===== src/rtl/uart_rx_mini.sv =====
// Receive-side mini UART: 8N1 deserialiser feeding a small FIFO drained over APB.
// Drives interrupt, DMA request and RTS flow control from the FIFO state.
module uart_rx_mini #(
    parameter int BIT_CYCLES = 868,
    parameter int DEPTH      = 8
) (
    input  logic        clk,
    input  logic        rst,
    input  logic        apbs_psel,
    input  logic        apbs_penable,
    input  logic        apbs_pwrite,
    input  logic [15:0] apbs_paddr,
    input  logic [31:0] apbs_pwdata,
    output logic [31:0] apbs_prdata,
    output logic        apbs_pready,
    output logic        apbs_pslverr,
    input  logic        rx,
    output logic        rts,
    output logic        irq,
    output logic        dreq
);

    localparam int AW = $clog2(DEPTH);
    localparam int CW = $clog2(BIT_CYCLES);
    localparam logic [CW-1:0] HALF_LOAD = CW'(BIT_CYCLES / 2 - 1);
    localparam logic [CW-1:0] FULL_LOAD = CW'(BIT_CYCLES - 1);
    localparam logic [AW:0]   FULL_LVL  = (AW + 1)'(DEPTH);
    localparam logic [AW:0]   RTS_LIM   = (AW + 1)'(DEPTH - 1);

    typedef enum logic [2:0] {
        IDLE,
        START,
        DATA,
        STOP,
        WAIT_HI
    } rx_state_t;

    rx_state_t state_q, state_d;
    logic [CW-1:0] cnt_q, cnt_d;
    logic [2:0]    idx_q, idx_d;
    logic [7:0]    shift_q, shift_d;
    logic          rx_meta, rx_s;
    logic          rx_push, frame_set;

    logic          access, rd_access, wr_access;
    logic [1:0]    reg_sel;
    logic          pop_req, pop_do, push_do, ovr_set, status_wr;
    logic [7:0]    mem [DEPTH];
    logic [AW:0]   wr_ptr, rd_ptr, level;
    logic          not_empty, full;
    logic          overrun, frame_err, irq_en;
    logic [31:0]   status_word;
    logic          unused_apb;

    // Synchroniser flops reset high so a reset never looks like a start bit.
    always_ff @(posedge clk) begin
        if (rst) begin
            rx_meta <= 1'b1;
            rx_s    <= 1'b1;
        end else begin
            rx_meta <= rx;
            rx_s    <= rx_meta;
        end
    end

    always_ff @(posedge clk) begin
        if (rst) begin
            state_q <= IDLE;
            cnt_q   <= '0;
            idx_q   <= '0;
            shift_q <= '0;
        end else begin
            state_q <= state_d;
            cnt_q   <= cnt_d;
            idx_q   <= idx_d;
            shift_q <= shift_d;
        end
    end

    always_comb begin
        state_d   = state_q;
        cnt_d     = (cnt_q != '0) ? cnt_q - CW'(1) : cnt_q;
        idx_d     = idx_q;
        shift_d   = shift_q;
        rx_push   = 1'b0;
        frame_set = 1'b0;
        case (state_q)
            IDLE: begin
                if (!rx_s) begin
                    cnt_d   = HALF_LOAD;
                    state_d = START;
                end
            end
            START: begin
                if (cnt_q == '0) begin
                    if (rx_s) begin
                        state_d = IDLE;
                    end else begin
                        cnt_d   = FULL_LOAD;
                        idx_d   = '0;
                        state_d = DATA;
                    end
                end
            end
            DATA: begin
                if (cnt_q == '0) begin
                    shift_d = {rx_s, shift_q[7:1]};
                    cnt_d   = FULL_LOAD;
                    idx_d   = idx_q + 3'd1;
                    if (idx_q == 3'd7) begin
                        state_d = STOP;
                    end
                end
            end
            STOP: begin
                if (cnt_q == '0) begin
                    if (rx_s) begin
                        rx_push = 1'b1;
                        state_d = IDLE;
                    end else begin
                        frame_set = 1'b1;
                        state_d   = WAIT_HI;
                    end
                end
            end
            WAIT_HI: begin
                if (rx_s) begin
                    state_d = IDLE;
                end
            end
            default: state_d = IDLE;
        endcase
    end

    assign access    = apbs_psel & apbs_penable;
    assign rd_access = access & ~apbs_pwrite;
    assign wr_access = access & apbs_pwrite;
    assign reg_sel   = apbs_paddr[3:2];
    assign status_wr = wr_access && (reg_sel == 2'd1);
    assign unused_apb = ^{apbs_paddr[15:4], apbs_paddr[1:0], apbs_pwdata[31:4], apbs_pwdata[1]};

    assign level     = wr_ptr - rd_ptr;
    assign not_empty = (level != '0);
    assign full      = (level == FULL_LVL);

    // Pop is resolved first so a simultaneous push into a full FIFO still fits.
    assign pop_req = rd_access && (reg_sel == 2'd0);
    assign pop_do  = pop_req & not_empty;
    assign push_do = rx_push & (~full | pop_do);
    assign ovr_set = rx_push & full & ~pop_do;

    always_ff @(posedge clk) begin
        if (push_do) begin
            mem[wr_ptr[AW-1:0]] <= shift_q;
        end
    end

    always_ff @(posedge clk) begin
        if (rst) begin
            wr_ptr <= '0;
            rd_ptr <= '0;
        end else begin
            if (push_do) begin
                wr_ptr <= wr_ptr + (AW + 1)'(1);
            end
            if (pop_do) begin
                rd_ptr <= rd_ptr + (AW + 1)'(1);
            end
        end
    end

    // Sticky flags: a set in the same cycle as a software clear takes priority.
    always_ff @(posedge clk) begin
        if (rst) begin
            overrun   <= 1'b0;
            frame_err <= 1'b0;
            irq_en    <= 1'b0;
        end else begin
            if (ovr_set) begin
                overrun <= 1'b1;
            end else if (status_wr && apbs_pwdata[2]) begin
                overrun <= 1'b0;
            end
            if (frame_set) begin
                frame_err <= 1'b1;
            end else if (status_wr && apbs_pwdata[3]) begin
                frame_err <= 1'b0;
            end
            if (wr_access && (reg_sel == 2'd2)) begin
                irq_en <= apbs_pwdata[0];
            end
        end
    end

    assign status_word = {16'b0, 8'(level), 4'b0, frame_err, overrun, full, not_empty};

    always_comb begin
        apbs_prdata = '0;
        if (rd_access) begin
            case (reg_sel)
                2'd0: begin
                    if (not_empty) begin
                        apbs_prdata = {24'b0, mem[rd_ptr[AW-1:0]]};
                    end
                end
                2'd1:    apbs_prdata = status_word;
                2'd2:    apbs_prdata = {31'b0, irq_en};
                default: apbs_prdata = '0;
            endcase
        end
    end

    assign apbs_pready  = 1'b1;
    assign apbs_pslverr = 1'b0;
    assign dreq         = not_empty;
    assign irq          = irq_en & (not_empty | overrun | frame_err);
    assign rts          = (level < RTS_LIM);

endmodule


===== config.mk =====
export PLATFORM = sky130hd
export DESIGN_NAME = uart_rx_mini
export DESIGN_NICKNAME = d
export VERILOG_FILES = /design/src/rtl/uart_rx_mini.sv
export SDC_FILE = /design/constraint.sdc
export NUM_CORES = 1
export LEC_CHECK = 0
export BUFFER_PORTS_ARGS = -buffer_cell sky130_fd_sc_hd__buf_2
export CAP_MARGIN = 20
export CORE_UTILIZATION = 60
export DETAILED_ROUTE_END_ITERATION = 7
export GPL_TIMING_DRIVEN = 0
export MAX_ROUTING_LAYER = met4
export PLACE_DENSITY = 0.81
export SYNTH_ARGS = -nofsm -noshare
export SYNTH_HDL_FRONTEND = slang
export SYNTH_SLANG_ARGS = --single-unit
export TNS_END_PERCENT = 5

===== constraint.sdc =====
create_clock -name clk -period 5.4 [get_ports clk]
set_input_delay 0 -clock clk [delete_from_list [all_inputs] [get_ports clk]]
set_output_delay 0 -clock clk [all_outputs]
set_load 0.05 [all_outputs]

# Word level (Yosys, flattened, before mapping)
# Memory sizes are Yosys's and may differ from the RTL's. A register that Yosys moved wholly into a read port is not among the register bits.
# Index checks and enable logic that the tools add are counted.
totals:
  reg_bits: 37
  mem_bits_rw: 64
  input_bits: 54
  output_inout_bits: 37
  word_cells: 99
  memories: 1
mem_list:
  columns: ["memory", "depth", "word_bits", "read_ports", "rd_ports_with_merged_regs", "write_ports", "line_no", "rtl"]
  rows:
  - ["mem", 8, 8, 1, 1, 1, "48", "logic [7:0] mem [DEPTH];"]
op_classes:
  addsub: 5
  order_cmp: 1
  eq_ne: 15
  muxes: 36
  bitwise_logic: 14
  n_reduce_logical: 16
ops:
  columns: ["op", "count"]
  rows:
  - ["case mux 32 bit (3 select lines)", 1]
  - ["2-to-1 mux 10 bit", 5]
  - ["2-to-1 mux 3 bit", 12]
  - ["2-to-1 mux 32 bit", 1]
  - ["case mux 10 bit (3 select lines)", 1]
  - ["case mux 3 bit (5 select lines)", 1]
  - ["!= test 2 bit (second input constant)", 7]
  - ["2-to-1 mux 1 bit", 12]
  - ["zero test 10 bit", 1]
  - ["nonzero test 10 bit", 1]
  - ["subtractor 10 x 1 -> 10 bit (second input constant)", 1]
  - ["adder 4 x 1 -> 4 bit (second input constant)", 2]
  - ["bitwise AND 1 bit", 8]
  - ["2-to-1 mux 8 bit", 1]
  - ["== test 3 x 2 -> 1 bit (second input constant)", 2]
  - ["== test 3 bit (second input constant)", 2]
  - ["case mux 3 bit (2 select lines)", 1]
  - ["AND reduction 6 bit", 1]
  - ["nonzero test 2 bit", 3]
  - ["logical AND 1 bit", 5]
  - ["== test 4 bit (second input constant)", 1]
  - ["< comparator 4 x 3 -> 1 bit (second input constant)", 1]
  - ["AND reduction 4 bit", 1]
  - ["nonzero test 4 bit", 1]
  - ["other kinds (11)", 15]

# Logic depth before layout (Yosys ltp)
# Gate-level depths: netlist of the first run.
depth:
  word_depth: 8
  ltp_mapped: 10
  mapped_depth_nobuf: 9

# Worst setup path after synthesis of the first run
# No wires, ideal clock.
synth_timing:
  path_type: "reg-to-reg"
  start: "reg wr_ptr[0]"
  end: "mem mem[1][0], enable pin"
  setup_ps: 398
  t_arrival_ps: 2591
  required_ps: 5002
  path_slack_ps: 2411
  stages_incl_launch_ff: 10
  n_path_buf: 1
  synth_period_minus_slack_ps: 2989
  cell_sequence: "dfxtp_1 > inv_1 > ha_1 > inv_1 > fa_1 > xnor2_1 > nand3b_1 > nor4_1 > clkbuf_1 > nor4b_1"
synth_via:
  elab_chain_cells: 7
  elab_cells_between_ends: 9
  classes_between: "add/sub (1); eq/ne (1); mux (2); bitwise (4); reduce/logical (1)"
synth_rtl:
  columns: ["element", "line_no", "rtl"]
  rows:
  - ["start: declaration", "49", "logic [AW:0] wr_ptr, rd_ptr, level;"]
  - ["start signal: assignment", "164", "wr_ptr <= wr_ptr + (AW + 1)'(1);"]
  - ["subtractor 4 bit", "142", "assign level = wr_ptr - rd_ptr;"]
  - ["nonzero test 4 bit or == test 4 bit (tied branches)", "143, 144", null]
  - ["bitwise AND 1 bit or NOT 1 bit (tied branches)", "148, 149", null]
  - ["OR 1 bit", "149", "assign push_do = rx_push & (~full | pop_do);"]
  - ["bitwise AND 1 bit", "149", null]
  - ["2-to-1 mux 1 bit", "153", "if (push_do) begin"]
  - ["2-to-1 mux 1 bit (not written as such)", "154", "mem[wr_ptr[AW-1:0]] <= shift_q;"]
  - ["end: declaration", "48", null]
# Parallel ways exist; a longest one is shown, timed or not.

# Worst setup path in the final report of the first run
layout_timing:
  start: "reg wr_ptr[0]"
  end: "mem mem[0][0], enable pin"
# The elaborated chain is that of the path after synthesis.

==> summary.md, run 1 <==
| Metric | Value |
|---|---|
| Largest net degree at the start of global routing | 20 |
| Via-to-Cell Ratio | 5.78 |
| Synthesis warning total | 0 |
| Sw Share | 28.9% |
| Sequential share of power | 49.8% |
| Starting density of the core | 62.1% |
| RSZ-0062 raised after global routing | false |
| Power Dens Cells | approximately 330 nW/um^2 |
| Initial drt markers | 242 |
| Die Wd | 91.5 um |
| Number of remaining DRC errors | 0 |
| Worst-Skew Late Latency | 0.38 ns |
| Comb pwr share | 19.4% |
| Hold Crit Start | apbs_paddr[2] |
| Clock Pin Slew Worst Setup and Hold Paths | 0.10 ns |
| I/O Pins | 91 |
| Synth unique cells | 54 |
| Total gr overflow | 0 |
| HP Class | in2reg |
| P_int | 0.00129 W |
| Max Cap Viol | 0 |
| Post-Route Skew | about 0.0095 ns |
| Synthesized flop and latch total | 104 |
| Final setup violating endpoints | 0 |
| Most frequent cells in the layout | edfxtp_1 (64), dfxtp_1 (40), nor2_1 (31), nand2_1 (31) |
| Leakage power | a little under 2 nW |
| # Post-CTS Setup Buffers | 0 |
| Fraction of layout cells with a size suffix above 1 | between 20% and 30% |
| Post-DRT Antenna Nets | 0 |
| Routed WL per cell | approximately 17 um |
| Maximum VDD drop | roughly 0.27 mV |
| Clock share of power | 30.8% |
| Critical path launch point type | register |
| CTS Buf Count | 9 |
| Synthesized area per cell | 12.1 um^2 |
| Final Hold Fails | 0 |
| Die ar. | about 8400 um^2 |
| Async SR Flop Fraction | 0% |
| Area growth syn-to-layout | 13.9% |
| IO Port Bufs | 25 |
| Highest clock rate | 0.274 GHz |
| Critical Path, Cell by Cell | inv_1, ha_1, inv_1, fa_1, xnor2_1, nand3b_1, nor4_1, clkbuf_1, or3_4, nor3_1, buf_4 |
| Max clock buf depth | 2 |
| Post-CTS sizing | 0 |
| Critical path arrival | between 3 and 4 ns |
| Crit path required time | 5.50 ns |
| Clock sink count | 104 |
| Crit end category | register |
| Worst Setup Path Type | reg2reg |
| Status | finished clean |
| Clock root buffer | clkbuf_8 |
| RR Startpoint | wr_ptr[0]$_SDFFE_PP0P_ |
| Antenna Cells | 0 |
| WL final | 9620 um |
| Fillers | 533 |
| Most common cell after layout, fill and taps aside | edfxtp_1 |
| CP peak stage delay | ~0.68 ns |
| Post-synth EDFFs | 64 |
| Period utilisation layout | 67.6% |
| Switch Pwr | around 0.00053 W |
| Hold endpoint | irq_en$_SDFFE_PP0P_ |
| Number of antenna violations at the first check in global routing | 0 |
| Total number of vias | 3299 |
| Final Max Tran Viols | 0 |
| Most used cell along the critical path | inv_1 |
| Crit Path Max Fanout | 10 |
| Number of global-route vias before repair | 3195 |
| Total track usage | 25.4% |
| Worst reg2reg path endpoint | mem[0][0]$_DFFE_PP_ |
| Total negative setup slack | 0 ns |
| Cell count after synthesis | 398 |
| R2R cell count | 11 |
| Slew margin rel. | 40.5% |
| R2R setup slack | ~1.8 ns |
| DP HPWL | 6770 um |
| Post-synthesis sequential area ratio | 56.7% |
| Slowest-stage cell, CP | nor3_1 |
| GPL Wtd Cong | 0.842 |
| TritonRoute pass-1 iters | 5 |
| First-pass GRT wire length | 15600 um |
| Fin worst setup slack | 1.75 ns |
| Std-Cell Rows | 32 |
| Placeable Area | 7730 um^2 |
| Place WS | 1.78 ns |
| Mapped Area | 4800 um^2 |
| Final Critical Period | 3.65 ns |
| Htree depth | 3 |
| Die H | around 90 um |
| TritonCTS clock tree | done |
| Worst Hold Depth | 4 |
| Final nets | 529 |
| Dominant synthesized flop cell | edfxtp_1 |
| Worst Tran Pin Value | 0.889 ns |
area by class of cell:
cell class,instances,area (um^2),share of cell area (%)
Buffer,40,250,4.57
Clock buffer,9,124,2.26
Clock inverter,7,111,2.04
Inverter,14,52.6,0.961
Multi-Input combinational cell,260,1870,34.2
Sequential cell,104,2720,49.8
Tap cell,102,128,2.33
Timing Repair Buffer,35,213,3.89
critical path, delay by kind of cell (launching register included):
kind	cells	cell delay, ns
xor+xnor	1	0.17
simple gates	4	1.46
buf+inv	4	0.79
flops	1	0.36
fa+ha+maj	2	0.60
logic make-up after synthesis:
group / after synthesis / synth area share [%]
simple gates: 129 / 14.6
flops: 104 / 56.7
compound gates: 60 / 7.69
buf+inv: 54 / 6.31
mux: 31 / 10.2
fa+ha+maj: 11 / 3.02
xor+xnor: 7 / 1.28
other cells: 2 / 0.156
through the flow:
| stage | std cells | hold WS (ns) | utilization (%) | power, W | area, um^2 |
|---|---|---|---|---|---|
| 4_1_cts | 571 | 0.0340 | 70.8 | 0.00182 | 5470 |
| 5_1_grt | 571 | 0.0725 | 70.8 | 0.00190 | 5470 |
| 6_report | 571 | 0.0300 | 70.8 | 0.00182 | 5470 |
| 3_3_place_gp | 545 | 0.182 | 66.4 | 0.00125 | 5130 |
| 3_5_place_dp | 550 | 0.189 | 67.1 | 0.00127 | 5180 |
| 2_1_floorplan | 418 | 0.104 | - | 0.00121 | 4880 |
Yosys cell counts, types with 5 or more instances:
master	instances	area share, %
clkbuf_1	14	1.1
edfxtp_1	64	40
nand3_1	5	0.52
nand2b_1	6	0.78
nor4_1	6	0.78
or3_1	5	0.65
buf_4	22	3.4
inv_1	14	1.1
a21oi_1	26	2.7
dfxtp_1	40	17
o21ai_0	9	0.94
mux2i_1	14	2.9
nor2_1	31	2.4
nor3b_1	5	0.78
nand2_1	31	2.4
mux4_2	14	6.6
ha_1	10	2.6
nor3_1	14	1.5
power groups by stage:
stage	Combinational [W]	Sequential (W)	Clock, W
5_1_grt	0.000395	0.000909	0.000591
2_1_floorplan	0.000297	0.000912	0
3_3_place_gp	0.000336	0.000919	0
4_1_cts	0.000353	0.000904	0.000559
6_report	0.000353	0.000905	0.000560
3_5_place_dp	0.000347	0.000923	0
registers in the layout, summed over array words and instances, names as in the netlist, named ones only:
| register | count |
|---|---|
| state_q | 3 |
| cnt_q | 10 |
| overrun | 1 |
| rd_ptr | 4 |
| rx_s | 1 |
| frame_err | 1 |
| rx_meta | 1 |
| mem | 64 |
| idx_q | 3 |
| shift_q | 8 |
| wr_ptr | 4 |
| irq_en | 1 |
worst max path at each step:
stage / start / endpoint / slack (ns) / cells after the start
2_1_floorplan: wr_ptr[0]$_SDFFE_PP0P_ / mem[1][0]$_DFFE_PP_ / 2.41 / 9
3_3_place_gp: wr_ptr[0]$_SDFFE_PP0P_ / mem[1][5]$_DFFE_PP_ / 1.56 / 9
3_5_place_dp: wr_ptr[0]$_SDFFE_PP0P_ / mem[0][4]$_DFFE_PP_ / 1.78 / 11
4_1_cts: wr_ptr[0]$_SDFFE_PP0P_ / mem[0][0]$_DFFE_PP_ / 1.75 / 11
5_1_grt: wr_ptr[0]$_SDFFE_PP0P_ / mem[0][3]$_DFFE_PP_ / 1.57 / 11
6_report: wr_ptr[0]$_SDFFE_PP0P_ / mem[0][0]$_DFFE_PP_ / 1.75 / 11
timing repair:
action	4_1_cts	5_1_grt
hold buffers	5	0
setup endpoints to repair	0	0
hold endpoints to repair	5	0
routing by layer:
layer	up-vias	share of wire [%]	global-route usage [%]
li1	1559	-	-
met3	22	4.9	5.36
met1	1610	42	31.2
met2	108	51	42.1
met4	0	2.1	8.60
met5	-	0	-
Power figures use the tool's default switching activity.
==> run 2, diff against run 1 <==
Settings changed: CORE_UTILIZATION 60 to 55, PLACE_DENSITY 0.81 to 0.75.
Clock period 5.4 ns to 3.5 ns, I/O delays scaled along.
==> run 2 against run 1 <==
  * Core utilization is 5.4 points lower
  * Critical path depth is 1 lower
  * Clock power is 34% higher
  * Global-route usage is 2.5 points lower
  * Register-to-register slack worse by 1.5 ns
  * Die area is 8.9% higher
  * Clock skew is 0.0036 ns higher
  * First-iteration DRC count is 34% lower
  * Non-clock buffer count stayed put
  * Count of clock-buffer cells in the layout is 2 higher
  * Sequential share of layout area is 0.14 points higher
  * Combinational power is 54% higher
  * Critical endpoint is now apbs_prdata[2]
==> summary.md, run 2 (same netlist as run 1, synthesis figures left out) <==
| Metric | Value |
|---|---|
| Clock root buffer | clkbuf_8 |
| Power Total | 0.00269 W (+48%) |
| Worst Tran Pin Value | 0.716 ns (-0.173 ns) |
| Fin area | 5460 um^2 (-0.27%) |
| CP peak stage delay | 0.47 ns (-0.21 ns) |
| Comb pwr share | 20.3% (+0.9 points) |
| Crit path required time | 3.50 ns (-2.00 ns) |
| Critical path launch point type | register |
| Final Critical Period | 3.24 ns |
| CTS Buf Count | 9 (unchanged) |
| Slew margin rel. | 51.9% (+11 points) |
| Final nets | 529 (unchanged) |
| Sequential share of power | 51.8% (+2.0 points) |
| Total number of vias | 3152 (-4.5%) |
| GPL Wtd Cong | 0.881 (+4.7%) |
| DP HPWL | 6640 um (-2.0%) |
| Via-to-Cell Ratio | 5.49 (-5.0%) |
| Area growth syn-to-layout | 13.6% |
| Sw Share | 28.4% (-0.49 points) |
| Final Hold Fails | 0 (unchanged) |
| Crit Path Max Fanout | 10 (unchanged) |
| WL final | 9290 um (-3.5%) |
| Largest net degree at the start of global routing | 18 (-10%) |
| Worst-Skew Late Latency | 0.37 ns (about the same) |
| Most common cell after layout, fill and taps aside | edfxtp_1 |
| Clock share of power | 27.9% (-2.9 points) |
| Die Wd | 95.4 um (+4.4%) |
| Most used cell along the critical path | inv_1 |
| Final Max Tran Viols | 0 (unchanged) |
| Die ar. | 9110 um^2 (+8.9%) |
| Initial drt markers | 160 (-34%) |
| P_int | 0.00192 W (+49%) |
| Routed WL per cell | 16.2 um (-4.0%) |
| Highest clock rate | 0.309 GHz |
| Critical path buffers and inverters | 4 (unchanged) |
| RSZ-0062 raised after global routing | false |
| Slowest-stage cell, CP | clkbuf_1 |
| Fin Hold WS | 0.0527 ns (+0.0226 ns) |
| Period utilisation layout | 92.6% |
| Placeable Area | 8340 um^2 (+7.9%) |
| Final setup violating endpoints | 0 (unchanged) |
| IO Port Bufs | 25 (unchanged) |
| Starting density of the core | 57.6% (-4.6 points) |
| CP top delay family | buffers and inverters |
| Most frequent cells in the layout | edfxtp_1 (64), dfxtp_1 (40), nand2_1 (31), nor2_1 (28) |
| Clock sink count | 104 (unchanged) |
| Post-Route Skew | 0.0131 ns (+0.00363 ns) |
| Worst Setup Path Type | reg2out |
| Total gr overflow | 0 (unchanged) |
| Final cell count without fillers | 574 (+0.53%) |
| Switch Pwr | 0.000763 W (+45%) |
| TritonCTS clock tree | done |
| Cells after DPL | 553 (+0.55%) |
| Leakage power | 1.96 nW (-0.56%) |
| Post-Place Cell Area | 5190 um^2 (about the same) |
| Maximum VDD drop | 0.464 mV (+71%) |
| Antenna Cells | 0 (unchanged) |
| First-pass GRT wire length | 14900 um (-4.7%) |
| I/O Pins | 91 (unchanged) |
| Crit end category | output port |
| Power Dens Cells | 493 nW/um^2 (+48%) |
| Critical Path, Cell by Cell | inv_1, ha_1, inv_1, fa_1, xnor2_1, nand3b_1, o31ai_1, clkbuf_1, o21ai_0, buf_2 |
| Status | finished clean |
| Post-DRT Antenna Nets | 0 (unchanged) |
| Total negative setup slack | 0 ns (unchanged) |
| # Post-CTS Setup Buffers | 0 (unchanged) |
| Number of remaining DRC errors | 0 (unchanged) |
| Max Cap Viol | 0 (unchanged) |
| HP Class | in2reg |
| Std-Cell Rows | 33 (+3.1%) |
| Clock Pin Slew Worst Setup and Hold Paths | 0.10 ns (about the same) |
| Critical path arrival | 3.24 ns (-0.51 ns) |
| Number of antenna violations at the first check in global routing | 0 (unchanged) |
| Max clock buf depth | 2 (unchanged) |
| Die H | 95.4 um (+4.4%) |
| Fraction of layout cells with a size suffix above 1 | 22.6% (+0.85 points) |
| Htree depth | 3 (unchanged) |
| Number of global-route vias before repair | 2968 (-7.1%) |
| Total track usage | 22.9% (-2.5 points) |
| TritonRoute pass-1 iters | 4 (-1) |
| Max reg flops | 64 (unchanged) |
[run 2: per-layer routing]
metal | track usage (%) | vias up | share of wire, %
li1 | - | 1558 | -
met1 | 29.6 | 1490 | 43
met4 | 7.96 | 0 | 1.6
met5 | - | - | 0
met3 | 4.31 | 15 | 5.4
met2 | 36.4 | 89 | 50
[run 2: path summary, 6_finish.rpt]
kind                                        startpoint  slack [ns]             endpoint  cells after the start
worst max-delay path            wr_ptr[0]$_SDFFE_PP0P_        0.26       apbs_prdata[2]                     10
worst min-delay path                     apbs_paddr[2]        0.05  irq_en$_SDFFE_PP0P_                      4
worst max register to register  wr_ptr[0]$_SDFFE_PP0P_        0.28  mem[0][5]$_DFFE_PP_                     11
worst min register to register      rx_meta$_SDFF_PP1_        0.42      rx_s$_SDFF_PP1_                      1
[run 2: per-stage QoR]
stage          setup WS (ns)  util (%)
2_1_floorplan          0.511         -
3_3_place_gp          -0.390      61.5
3_5_place_dp         -0.0575      62.2
4_1_cts               0.0153      65.3
5_1_grt               0.0513      65.4
6_report               0.260      65.4
[run 2: final cells by class]
cell class | instances | area, um^2
Buffer | 40 | 251
Clock buffer | 11 | 141
Clock inverter | 5 | 55.1
Fill cell | 645 | 2890
Inverter | 14 | 52.6
Multi-Input combinational cell | 260 | 1890
Sequential cell | 104 | 2720
Tap cell | 105 | 131
Timing Repair Buffer | 35 | 213
[run 2: power by group through the flow]
stage | clock (W) | sequential, W | combinational, W
6_report | 0.000749 | 0.00139 | 0.000545
5_1_grt | 0.000813 | 0.00140 | 0.000606
3_5_place_dp | 0 | 0.00142 | 0.000535
3_3_place_gp | 0 | 0.00142 | 0.000520
2_1_floorplan | 0 | 0.00141 | 0.000458
4_1_cts | 0.000757 | 0.00139 | 0.000544
[run 2: repair_timing]
| item | in CTS | in global routing |
|---|---|---|
| resized for setup | 3 | 4 |
| endpoints found under the hold margin | 5 | 0 |
| setup endpoints to repair | 7 | 25 |
| hold buffers | 5 | 0 |
[run 2: worst min-delay path, delay by kind of cell]
family	cells	cell delay [ns]
buffers and inverters	1	0.13
muxes	1	0.11
and+or+nand+nor	2	0.15
